**src/rtl/whack_pkg.sv**
```systemverilog
// Shared definitions for the whack-a-mole game: clock constant, user number width,
// encoder state type and a one-hot to index helper.
package whack_pkg;

   localparam int GAME_CLOCK_FREQ = 50_000;
   localparam int USER_NUM_W      = 4;
   localparam int MAX_BUTTONS     = 16;

   typedef enum logic [0:0] {
      IDLE = 1'b0,
      HELD = 1'b1
   } enc_state_t;

   // ORs the indices of all set bits; exact only when the caller guarantees one-hot.
   function automatic logic [USER_NUM_W-1:0] onehot_index(input logic [MAX_BUTTONS-1:0] vec);
      logic [USER_NUM_W-1:0] idx;
      idx = '0;
      for (int i = 0; i < MAX_BUTTONS; i++) begin
         if (vec[i]) begin
            idx = idx | USER_NUM_W'(i);
         end
      end
      return idx;
   endfunction

endpackage

```
**src/rtl/button_input_encoder_debounce_vec.sv**
```systemverilog
// Two-flop synchronizer followed by a whole-vector debouncer sharing one settle counter.
module debounce_vec #(
   parameter int N      = 16,
   parameter int CYCLES = 1
) (
   input  logic         clk,
   input  logic         rst,
   input  logic [N-1:0] i_raw,
   output logic [N-1:0] o_stable
);

   localparam int                CNT_W    = $clog2(CYCLES + 1);
   localparam logic [CNT_W-1:0]  CNT_LAST = CNT_W'(CYCLES - 1);

   logic [N-1:0]     r_meta;
   logic [N-1:0]     r_sync;
   logic [N-1:0]     r_cand;
   logic [N-1:0]     r_stable;
   logic [CNT_W-1:0] r_cnt;

   // synchronizer chain
   always_ff @(posedge clk) begin
      if (rst) begin
         r_meta <= '0;
         r_sync <= '0;
      end else begin
         r_meta <= i_raw;
         r_sync <= r_meta;
      end
   end

   // any change of the candidate restarts the settle count
   always_ff @(posedge clk) begin
      if (rst) begin
         r_cand   <= '0;
         r_stable <= '0;
         r_cnt    <= '0;
      end else if (r_sync != r_cand) begin
         r_cand <= r_sync;
         r_cnt  <= '0;
      end else if ((r_cand != r_stable) && (r_cnt == CNT_LAST)) begin
         r_stable <= r_cand;
         r_cnt    <= '0;
      end else if (r_cand != r_stable) begin
         r_cnt <= r_cnt + CNT_W'(1);
      end else begin
         r_cnt <= '0;
      end
   end

   assign o_stable = r_stable;

endmodule

```
**src/rtl/button_input_encoder.sv**
```systemverilog
// Debounces the mole buttons and turns each clean single press into a one-cycle
// user_valid/user_number strobe; simultaneous presses raise multi_press instead.
module button_input_encoder
   import whack_pkg::*;
#(
   parameter int CLOCK_FREQ  = whack_pkg::GAME_CLOCK_FREQ,
   parameter int DEBOUNCE_MS = 10,
   parameter int N_BUTTONS   = 16
) (
   input  logic                  clk,
   input  logic                  rst,
   input  logic [N_BUTTONS-1:0]  btn_raw,
   input  logic                  enable,
   output logic                  user_valid,
   output logic [USER_NUM_W-1:0] user_number,
   output logic                  multi_press,
   output logic [N_BUTTONS-1:0]  btn_stable
);

   localparam int DEBOUNCE_CYCLES = CLOCK_FREQ * DEBOUNCE_MS / 1000;

   if (DEBOUNCE_CYCLES < 1) begin : g_bad_debounce
      $error("button_input_encoder: DEBOUNCE_CYCLES must be at least 1");
   end
   if ((N_BUTTONS < 1) || (N_BUTTONS > MAX_BUTTONS)) begin : g_bad_width
      $error("button_input_encoder: N_BUTTONS must be within 1..16");
   end

   logic [N_BUTTONS-1:0]   w_stable;
   logic [MAX_BUTTONS-1:0] w_stable_ext;
   logic                   w_any;
   logic                   w_multi;

   enc_state_t             r_state;
   logic                   r_user_valid;
   logic                   r_multi_press;
   logic [USER_NUM_W-1:0]  r_user_number;

   debounce_vec #(
      .N      (N_BUTTONS),
      .CYCLES (DEBOUNCE_CYCLES)
   ) u_debounce (
      .clk      (clk),
      .rst      (rst),
      .i_raw    (btn_raw),
      .o_stable (w_stable)
   );

   // widen to 16 bits so unused high user_number bits come out as zero
   always_comb begin
      w_stable_ext                  = '0;
      w_stable_ext[N_BUTTONS-1:0]   = w_stable;
   end

   assign w_any   = |w_stable_ext;
   assign w_multi = |(w_stable_ext & (w_stable_ext - MAX_BUTTONS'(1)));

   // enable is only looked at when leaving IDLE; HELD waits for a full release
   always_ff @(posedge clk) begin
      if (rst) begin
         r_state       <= IDLE;
         r_user_valid  <= 1'b0;
         r_multi_press <= 1'b0;
         r_user_number <= '0;
      end else begin
         r_user_valid  <= 1'b0;
         r_multi_press <= 1'b0;
         case (r_state)
            IDLE: begin
               if (w_any) begin
                  r_state <= HELD;
                  if (enable && !w_multi) begin
                     r_user_valid  <= 1'b1;
                     r_user_number <= onehot_index(w_stable_ext);
                  end else if (enable) begin
                     r_multi_press <= 1'b1;
                  end
               end
            end
            HELD: begin
               if (!w_any) begin
                  r_state <= IDLE;
               end
            end
            default: begin
               r_state <= IDLE;
            end
         endcase
      end
   end

   assign user_valid  = r_user_valid;
   assign multi_press = r_multi_press;
   assign user_number = r_user_number;
   assign btn_stable  = w_stable;

endmodule

```
**config.mk**
```make
export PLATFORM = sky130hd
export DESIGN_NAME = button_input_encoder
export DESIGN_NICKNAME = d
export VERILOG_FILES = /design/src/rtl/whack_pkg.sv /design/src/rtl/button_input_encoder_debounce_vec.sv /design/src/rtl/button_input_encoder.sv
export SDC_FILE = /design/constraint.sdc
export NUM_CORES = 1
export LEC_CHECK = 0
export ABC_AREA = 1
export CAP_MARGIN = 15
export CORE_MARGIN = 2
export CORE_UTILIZATION = 25
export CTS_CLUSTER_DIAMETER = 120
export DETAILED_ROUTE_END_ITERATION = 7
export GPL_ROUTABILITY_DRIVEN = 0
export SLEW_MARGIN = 20
export SYNTH_ARGS = -nofsm -noshare
export SYNTH_HDL_FRONTEND = slang
export SYNTH_HIERARCHICAL = 1
export SYNTH_SLANG_ARGS = --single-unit
```
**constraint.sdc**
```tcl
create_clock -name clk -period 2.79 [get_ports clk]
set_input_delay 0.558 -clock clk [delete_from_list [all_inputs] [get_ports clk]]
set_output_delay 0.558 -clock clk [all_outputs]
set_load 0.005 [all_outputs]
```
==> impl_results.md <==
* Fmax at 489 MHz
* DP Area at 4240 um^2
* WHS Path Cells at 2
* Final instance area at between 4000 and 5000 um^2
* Crit-path cells: clkdlybuf4s50_1
* Count of cell types in the netlist at 27
* Worst hold path type: flip-flop to flip-flop
* P&R area growth vs syn at 24.7%
* Longest Clk Path Bufs at 2
* Vias in the first global route at 2,842
* DRT iter0 DRCs at 130
* Final worst-path cycle share at roughly three quarters
* Mapped Cells at 547
* Reg2Reg Depth at 7
* PD cells at approximately 540 nW/um^2
* Overflow left after global routing at 0
* Sequential fraction of the synthesis area at 44.1%
* Antenna viol nets, final at 0
* Worst Setup Start Kind: flip-flop
* Drc violations at 0
* CP max stage delay at ~0.59 ns
* Vias at about 3,100
* Final wirelength at 7540 um
* CP Capture Type: primary output
* Drt pass-1 iters at 4
* Worst Tran Pin Value at 0.601 ns
* Setup TNS at 0 ns
* Ys flop type: dfxtp_1
* Die Ht at 125 um
* CP arrival at 1.49 ns
* CP bufs+invs at 1
* Initial Util at 25.3%
* Cell family with most CP delay: buffers and inverters
* Tot Pwr at 2.46 mW
* Hpwl dp at 5520 um
* Worst Path Max Fanout at 10
* CTS sink count at 80
* WS Path Type: flip-flop to primary output
* H-tree depth at 3
* Post-CTS Resized at 0
* CTS root buf: clkbuf_16
* Die width at 125 um
* Setup Viol. Count Final at 0
* Hold slack at 0.399 ns
* Post-layout nets at 612
* Post-synth EDFFs at 0
* Mapped Nets at 567
* Max Slew Vio Count at 0
* Port Buffers at 40
* Layout Skew at roughly 0.0061 ns
* Die Footprint at 15,500 um^2
* Count of maximum capacitance violations at 0
* Top cells by count, synth: 142 x nor2_1, 133 x nand2_1, 92 x inv_1
* Vias/cell at 3.92
* Mapped Area at 3630 um^2
* Ranking of synthesized cells by area: dfxtp_1 44%, nor2_1 15%, nand2_1 14%
* Site Rows at between 40 and 50
* # IOs at a little over 40
* Yosys reg bits at 80
* Status: finished clean
* Top-area cell type share of the netlist area at 44.1%
* Antenna cells at 0
* Count leader, synth: nor2_1
* Ys async rst share at 0%
* CTS tree: built
* Synth area leader: dfxtp_1
* Setup Buffers After CTS at 0
* Maximum number of pins on one net before global-route repair at 30
* Avg Synthesized Cell Area at 6.64 um^2
* Clk_lat worst skew at 0.34 ns
* CTS clk-pin slew, worst paths at 0.06 ns
* CTS buffer count at 9
* Pleak at 2.02 nW
* Fin crit period at 2.04 ns
* Fraction of layout cells with a size suffix above 1 at 7.87%
* Slew HR at 59.6%
* Synthesis Warnings at 6
* Crit path depth at 1
* Worst VDD drop at 0.000294 V
* Initial antenna violation count at 0
* Global-route wire length before repair at 13,300 um
* Critical path's slowest cell: clkdlybuf4s50_1
* Hold Violations, Final at 0
* RSZ-0062 raised after global routing: no
* CP required at 2.23 ns
* GRT Resource Usage Total at 10.7%
* # hold bufs at CTS at 0
* Core Region at between 10,000 and 15,000 um^2
* Mean routed wirelength per cell at approximately 9.7 um
-- flip-flops by register name (all words and copies together), names as in the netlist --
signal and flops:
u_debounce/r_sync 16, r_state 1, u_debounce/o_stable 16, user_valid 1, multi_press 1, u_debounce/r_cand 16, u_debounce/r_meta 16, user_number 4
u_debounce/r_cnt 9
-- area by class of cell --
type / count / area [um^2]
repair buffers: 44 / 425
clock inverters: 5 / 37.5
fillers: 1569 / 9840
well taps: 184 / 230
inverters: 101 / 379
clock buffers: 11 / 253
flip-flops and latches: 80 / 1600
multi-input cells: 356 / 1600
-- kinds of logic (layout without fill, tap and decap cells) --
kind of cell               after synthesis  after routing  synth area share [%]
and+or+nand+nor                        331            331                  38.7
xor gates and xnor gates                16             16                  3.86
DFF                                     80             80                  44.1
AOI/OAI and AO/OA                        8              8                  1.27
buffers and inverters                  111            161                  11.8
adders and majority gates                1              1                 0.344
-- cell usage in the layout, fill, tap and decap left out --
cell type / synthesis / layout
nor2_1: 142 / 142
nand2_1: 133 / 133
inv_1: 92 / 92
dfxtp_1: 80 / 80
clkdlybuf4s50_1: 0 / 39
nand4_1: 22 / 22
xnor2_1: 13 / 13
nand3_1: 12 / 12
inv_2: 9 / 9
clkbuf_16: 0 / 9
nor2_2: 5 / 5
nor2_4: 4 / 4
nand2_2: 4 / 4
nor3_1: 4 / 4
buf_4: 0 / 4
a21oi_1: 3 / 3
xor2_1: 3 / 3
o21ai_0: 2 / 2
nand3_2: 2 / 2
clkinvlp_4: 0 / 2
inv_6: 0 / 2
clkbuf_8: 0 / 2
a21boi_0: 1 / 1
o21ai_1: 1 / 1
o21ai_2: 1 / 1
nor4_1: 1 / 1
and3_1: 1 / 1
clkinv_2: 0 / 1
buf_2: 3 / 1
nor4_4: 1 / 1
ha_1: 1 / 1
-- worst paths after layout --
path / slack, ns / startpoint / endpoint
setup / recovery: 0.75 / u_debounce/o_stable[7] / btn_stable[7]
hold / removal: 0.40 / u_debounce/r_meta[14] / u_debounce/r_sync[14]
setup reg to reg: 0.78 / u_debounce/r_cnt[0] / u_debounce/o_stable[9]
hold reg to reg: 0.40 / u_debounce/r_meta[14] / u_debounce/r_sync[14]
-- report_power, final --
group	total [mW]	leakage (nW)	internal (mW)	switching [mW]
clock	1.13	0.139	0.655	0.477
sequential	1.19	0.653	1.17	0.0145
combinational	0.146	1.23	0.0637	0.0825
-- metrics by stage --
step,cells,utilization [%],setup WS [ns]
2_1_floorplan,547,-,1.14
3_3_place_gp,765,29.5,0.706
3_5_place_dp,765,29.5,0.681
4_1_cts,781,31.5,0.732
5_1_grt,781,31.5,0.499
6_report,781,31.5,0.746
-- layer usage --
metal  routed length, um  GRT usage [%]
met2                3200           16.7
met5                   0              0
met3                 382           2.71
met4                 189           5.95
met1                3770           13.4
Power figures use the tool's default switching activity.
